$ cat src/rtl/data_pipe_rr_arbiter_pkg.sv
// Shared types for the data_pipe round-robin arbiter and its interconnect.
// Holds the arbiter state encoding and the path-index width helper.
package data_pipe_arb_pkg;

    typedef enum logic [2:0] {
        IDLE,
        ARB,
        SWITCH,
        LOCK,
        RELEASE
    } arb_state_e;

    function automatic int nsize_of(input int num);
        return (num <= 2)  ? 1 :
               (num <= 4)  ? 2 :
               (num <= 8)  ? 3 :
               (num <= 16) ? 4 : 5;
    endfunction

endpackage

$ cat src/rtl/data_pipe_rr_pick.sv
// Circular first-one search over req, starting at pointer.
// Purely combinational; pointer is assumed to be below NUM.
module data_pipe_rr_pick
    import data_pipe_arb_pkg::*;
#(
    parameter int NUM   = 8,
    parameter int NSIZE = nsize_of(NUM)
) (
    input  logic [NUM-1:0]   req,
    input  logic [NSIZE-1:0] pointer,
    output logic [NSIZE-1:0] index,
    output logic             found
);

    always_comb begin
        int k;
        k     = 0;
        index = '0;
        found = 1'b0;
        for (int i = 0; i < NUM; i++) begin
            k = int'(pointer) + i;
            // explicit wrap keeps non-power-of-two NUM inside 0..NUM-1
            if (k >= NUM) begin
                k = k - NUM;
            end
            if (!found && req[k]) begin
                found = 1'b1;
                index = NSIZE'(k);
            end
        end
    end

endmodule

$ cat src/rtl/data_pipe_rr_arbiter.sv
// Packet-locked round-robin arbiter driving sw/vld_sw/prio of data_inf.
// Optional lock watchdog enabled by defining DATA_PIPE_ARB_TIMEOUT_EN.
module data_pipe_rr_arbiter
    import data_pipe_arb_pkg::*;
#(
    parameter int NUM     = 8,
    parameter int NSIZE   = nsize_of(NUM),
    parameter int TIMEOUT = 1024
) (
    input  logic             clock,
    input  logic             rst_n,
    input  logic             clk_en,
    input  logic [NUM-1:0]   req,
    input  logic [NUM-1:0]   last,
    input  logic             xfer,
    input  logic [NSIZE-1:0] curr_path,
    input  logic             down_idle,
    output logic [NSIZE-1:0] sw,
    output logic             vld_sw,
    output logic [NUM-1:0]   prio,
    output logic             busy,
    output logic             timeout
);

    if (NUM < 2 || NUM > 32 || TIMEOUT < 2) begin : g_bad_param
        $error("data_pipe_rr_arbiter: NUM must be 2..32, TIMEOUT >= 2");
    end

    arb_state_e       state_q;
    arb_state_e       state_d;
    logic [NSIZE-1:0] sw_q;
    logic [NSIZE-1:0] sw_d;
    logic [NSIZE-1:0] ptr_q;
    logic [NSIZE-1:0] ptr_d;
    logic [NSIZE-1:0] ptr_next;
    logic [NSIZE-1:0] pick_idx;
    logic             pick_found;
    logic             any_req;
    logic             pkt_end;

    assign any_req  = |req;
    assign pkt_end  = xfer && last[sw_q];
    assign ptr_next = (sw_q == NSIZE'(NUM - 1)) ? '0 : sw_q + NSIZE'(1);

    data_pipe_rr_pick #(
        .NUM   (NUM),
        .NSIZE (NSIZE)
    ) u_pick (
        .req     (req),
        .pointer (ptr_q),
        .index   (pick_idx),
        .found   (pick_found)
    );

`ifdef DATA_PIPE_ARB_TIMEOUT_EN
    localparam int CW = $clog2(TIMEOUT);

    logic [CW-1:0] cnt_q;
    logic [CW-1:0] cnt_d;
    logic          to_q;
    logic          to_d;
    logic          cnt_hit;

    assign cnt_hit = (cnt_q == CW'(TIMEOUT - 1));
`endif

    always_comb begin
        state_d = state_q;
        sw_d    = sw_q;
        ptr_d   = ptr_q;
`ifdef DATA_PIPE_ARB_TIMEOUT_EN
        cnt_d   = cnt_q;
        to_d    = 1'b0;
`endif
        if (clk_en) begin
            unique case (state_q)
                IDLE: begin
                    if (any_req) begin
                        state_d = ARB;
                    end
                end
                ARB: begin
                    if (pick_found) begin
                        sw_d    = pick_idx;
                        state_d = SWITCH;
                    end else begin
                        state_d = IDLE;
                    end
                end
                SWITCH: begin
                    if (curr_path == sw_q) begin
                        state_d = LOCK;
`ifdef DATA_PIPE_ARB_TIMEOUT_EN
                        cnt_d   = '0;
`endif
                    end
                end
                LOCK: begin
                    if (pkt_end) begin
                        ptr_d   = ptr_next;
                        state_d = RELEASE;
                    end
`ifdef DATA_PIPE_ARB_TIMEOUT_EN
                    else if (xfer) begin
                        cnt_d = '0;
                    end else if (cnt_hit) begin
                        // stalled lock: give the bus away as if last arrived
                        ptr_d   = ptr_next;
                        state_d = RELEASE;
                        to_d    = 1'b1;
                    end else begin
                        cnt_d = cnt_q + CW'(1);
                    end
`endif
                end
                RELEASE: begin
                    if (down_idle) begin
                        state_d = any_req ? ARB : IDLE;
                    end
                end
                default: begin
                    state_d = IDLE;
                end
            endcase
        end
    end

    always_ff @(posedge clock or negedge rst_n) begin
        if (!rst_n) begin
            state_q <= IDLE;
            sw_q    <= '0;
            ptr_q   <= '0;
        end else begin
            state_q <= state_d;
            sw_q    <= sw_d;
            ptr_q   <= ptr_d;
        end
    end

`ifdef DATA_PIPE_ARB_TIMEOUT_EN
    always_ff @(posedge clock or negedge rst_n) begin
        if (!rst_n) begin
            cnt_q <= '0;
            to_q  <= 1'b0;
        end else begin
            cnt_q <= cnt_d;
            to_q  <= to_d;
        end
    end

    assign timeout = to_q;
`else
    assign timeout = 1'b0;
`endif

    always_comb begin
        prio = '0;
        if (state_q == LOCK) begin
            prio[sw_q] = 1'b1;
        end
    end

    assign sw     = sw_q;
    assign vld_sw = (state_q == LOCK);
    assign busy   = (state_q != IDLE);

endmodule

$ cat config.mk
export PLATFORM = sky130hd
export DESIGN_NAME = data_pipe_rr_arbiter
export DESIGN_NICKNAME = d
export VERILOG_FILES = /design/src/rtl/data_pipe_rr_arbiter_pkg.sv /design/src/rtl/data_pipe_rr_pick.sv /design/src/rtl/data_pipe_rr_arbiter.sv
export SDC_FILE = /design/constraint.sdc
export NUM_CORES = 1
export LEC_CHECK = 0
export ABC_AREA = 1
export CORE_UTILIZATION = 49
export DETAILED_ROUTE_END_ITERATION = 6
export PLACE_DENSITY = 0.81
export SLEW_MARGIN = 30
export SYNTH_ARGS = -nofsm -noshare
export SYNTH_HDL_FRONTEND = slang
export SYNTH_SLANG_ARGS = --single-unit
$ cat constraint.sdc
create_clock -name clock -period 2.8 [get_ports clock]
set_clock_uncertainty 0.05 [all_clocks]
set_input_delay 0.7 -clock clock [delete_from_list [all_inputs] [get_ports clock]]
set_output_delay 0.7 -clock clock [all_outputs]
set_load 0.01 [all_outputs]
==> flow_metrics.tcl <==
set metrics [dict create \
    status "finished, final reports clean" \
    slowest_delay_ps 550 \
    detail_route.vias_per_cell 5.231 \
    synth_top_area_cell "nand2_1" \
    worstPathArrival_ps 1870 \
    syn2layout_area_growth_pct 27.50 \
    yosys_warnings 0 \
    ys_seq_elements 9 \
    routedWlPerCell_um 11.92 \
    netlist_instances 231 \
    maxCapViolations 0 \
    netlist.area_leader.share 0.1619 \
    slew_violations 0 \
    syn-num-nets 259 \
    peakVddDrop_v 0.001078 \
    routed_wirelength_um 3564 \
    finalSetupViolations 0 \
    cts_max_path_buffers 2 \
    hold_viol_final 0 \
    fp-row-count 19 \
    start_kind "flip-flop" \
    crit_family "buffers and inverters" \
    ioPinCount 38 \
    grt_overflow 0 \
    critPathCaptureType "primary output" \
    clkTransAtPathRegs_ps 70 \
    ys_types 35 \
    setup.worst_path.class "reg -> out" \
    grt_pass1_vias 1432 \
    cts_setup_buffers 0 \
    numCtsBuffers 3 \
    final.setup.tns_ps 0 \
    final_common_cell "nand2_1" \
    ys_top_cells_by_area "nand2_1 (16%), dfrtp_1 (16%), nor2_1 (9.9%), nand3_1 (8.0%), inv_1 (6.5%)" \
    p_leak_nw 0.8752 \
    clock.fmax_ghz 0.3822 \
    grt_setup_unrepaired "false" \
    synth_edf_count 0 \
    synth_seq_area_share 0.1567 \
    num_vias 1564 \
    dp_hpwl_um 3035 \
    crit_slowest_cell "clkdlybuf4s50_1" \
    start_util 0.5213 \
    coreArea_um2 2758 \
    final.period_utilization 0.9345 \
    ys.flop_type "dfrtp_1" \
    async_flop_share 1.000 \
    path_buf_inv 2 \
    nets 297 \
    clock_latency_ps 270 \
    power_density_nw_per_um2 1344 \
    worst_pin_slew_ps 534.3 \
    die_area_um2 3155 \
    syn-cell-area_um2 1438 \
    drc_errors 0 \
    relSlewSlack 0.6409 \
    mostFrequentLayoutCells "nand2_1 (62), nor2_1 (37), clkdlybuf4s50_1 (36)" \
    path_max_fanout 4 \
    fill_cells 249 \
    holdCritPathClass "reg -> reg" \
    fin_total_pwr_w 0.002463 \
    die-width_um 56.17 \
    grt_pass1_wl_um 6292 \
    antenna_cells 0 \
    crit_chain "inv_1 -> nand2_1 -> nor2_2 -> nand2_1 -> nor2_1 -> clkdlybuf4s50_1" \
    io_buffers 36 \
    cts_tree "yes" \
    fp.dieH_um 56.17 \
    grt_use_total 0.2515 \
    drtIter0Drc 63 \
    syn_avg_cell_area_um2 6.224 \
    htreeDepth 1 \
    antenna_found_initial 0 \
    gp_congestion 0.8968 \
    reg2reg_slack_ps 400 \
    cts-root-buf "clkbuf_4" \
    crit_required_ps 2050 \
    cts_hold_buf 0 \
    clock_sinks 9 \
    crit_top_cell "nand2_1" \
    grt_max_degree 12 \
    ant_nets 0 \
    drive_gt1_frac 0.1231 \
    firstDrtPassIters 4 \
    min_period_ps 2617 \
]
[layout make-up]
class                   instances  area, um2  area share
inverters                      27      103.9     0.05666
clock buffers                   3      22.52     0.01229
flip-flops and latches          9      225.2      0.1229
well taps                      31      38.79     0.02116
multi-input cells             189       1055      0.5754
repair buffers                 39      382.9      0.2089
clock inverters                 1      5.005    0.002730
[logic make-up (layout without fill, tap and decap cells)]
logic type	Yosys count	after routing	synth area share
flip-flops	9	9	0.1567
adder cells (fa/ha/maj)	4	4	0.03481
buffers and inverters	33	70	0.1114
XOR/XNOR	7	7	0.04265
other	1	1	0.002608
AO/OA/AOI/OAI	22	22	0.08790
AND/OR/NAND/NOR	155	155	0.5640
[synthesized netlist by cell type (2+ instances only)]
library cell,instances
nand3_2,6
nand2_2,5
buf_2,2
xnor2_1,5
nand3_1,23
dfrtp_1,9
xor2_1,2
nand2_1,62
inv_1,25
a21oi_1,2
nor3_1,2
nand2_4,5
ha_1,4
nand4_1,3
o21bai_1,2
nand3_4,3
o32ai_1,2
nor4_1,2
buf_4,2
a31oi_1,2
o21ai_0,12
nor2_1,38
[per-layer routing]
layer	share of wire	GRT usage
met5	0	0
met4	0.0028	0.05226
met3	0.045	0.05581
met1	0.51	0.3719
met2	0.44	0.3741
[state kept, by name, indices dropped and copies added, names as in the netlist]
name / count
ptr_q: 3
state_q: 3
sw: 3
[worst min-delay path: stages, from the launching register on]
cell     delay [ps]
dfrtp_1         430
nor2_1          120
a21oi_1          40
[repair_timing]
item | 4_1_cts | 5_1_grt
endpoints found under the setup margin | 0 | 8
gates resized for setup | 0 | 1
hold endpoints to repair | 0 | 0
[through the flow]
step / area [um2] / util / hold WS [ps] / setup slack [ps] / instances
detailed placement: 1803 / 0.6538 / 570.6 / 226.3 / 295
global route: 1833 / 0.6647 / 623.6 / 8.544 / 299
CTS: 1831 / 0.6638 / 580.2 / 68.82 / 299
finish: 1833 / 0.6647 / 580.6 / 183.3 / 299
floorplan: 1438 / - / 354.4 / 555.0 / 231
global placement: 1803 / 0.6538 / 568.5 / 218.6 / 295
[report_power, final]
group | switching (W) | internal [W]
combinational | 0.00130 | 0.000752
clock | 0.0000512 | 0.0000529
sequential | 0.000113 | 0.000193
[final timing paths]
kind,from,to,depth (start not counted)
min,state_q[0],state_q[0],2
max in group asynchronous,rst_n,sw[2],1
min reg2reg,state_q[0],state_q[0],2
max reg2reg,ptr_q[0],sw[1],15
max,state_q[2],prio[3],6
min in group asynchronous,rst_n,state_q[1],1
No activity file was read; power rests on OpenSTA's default activity.
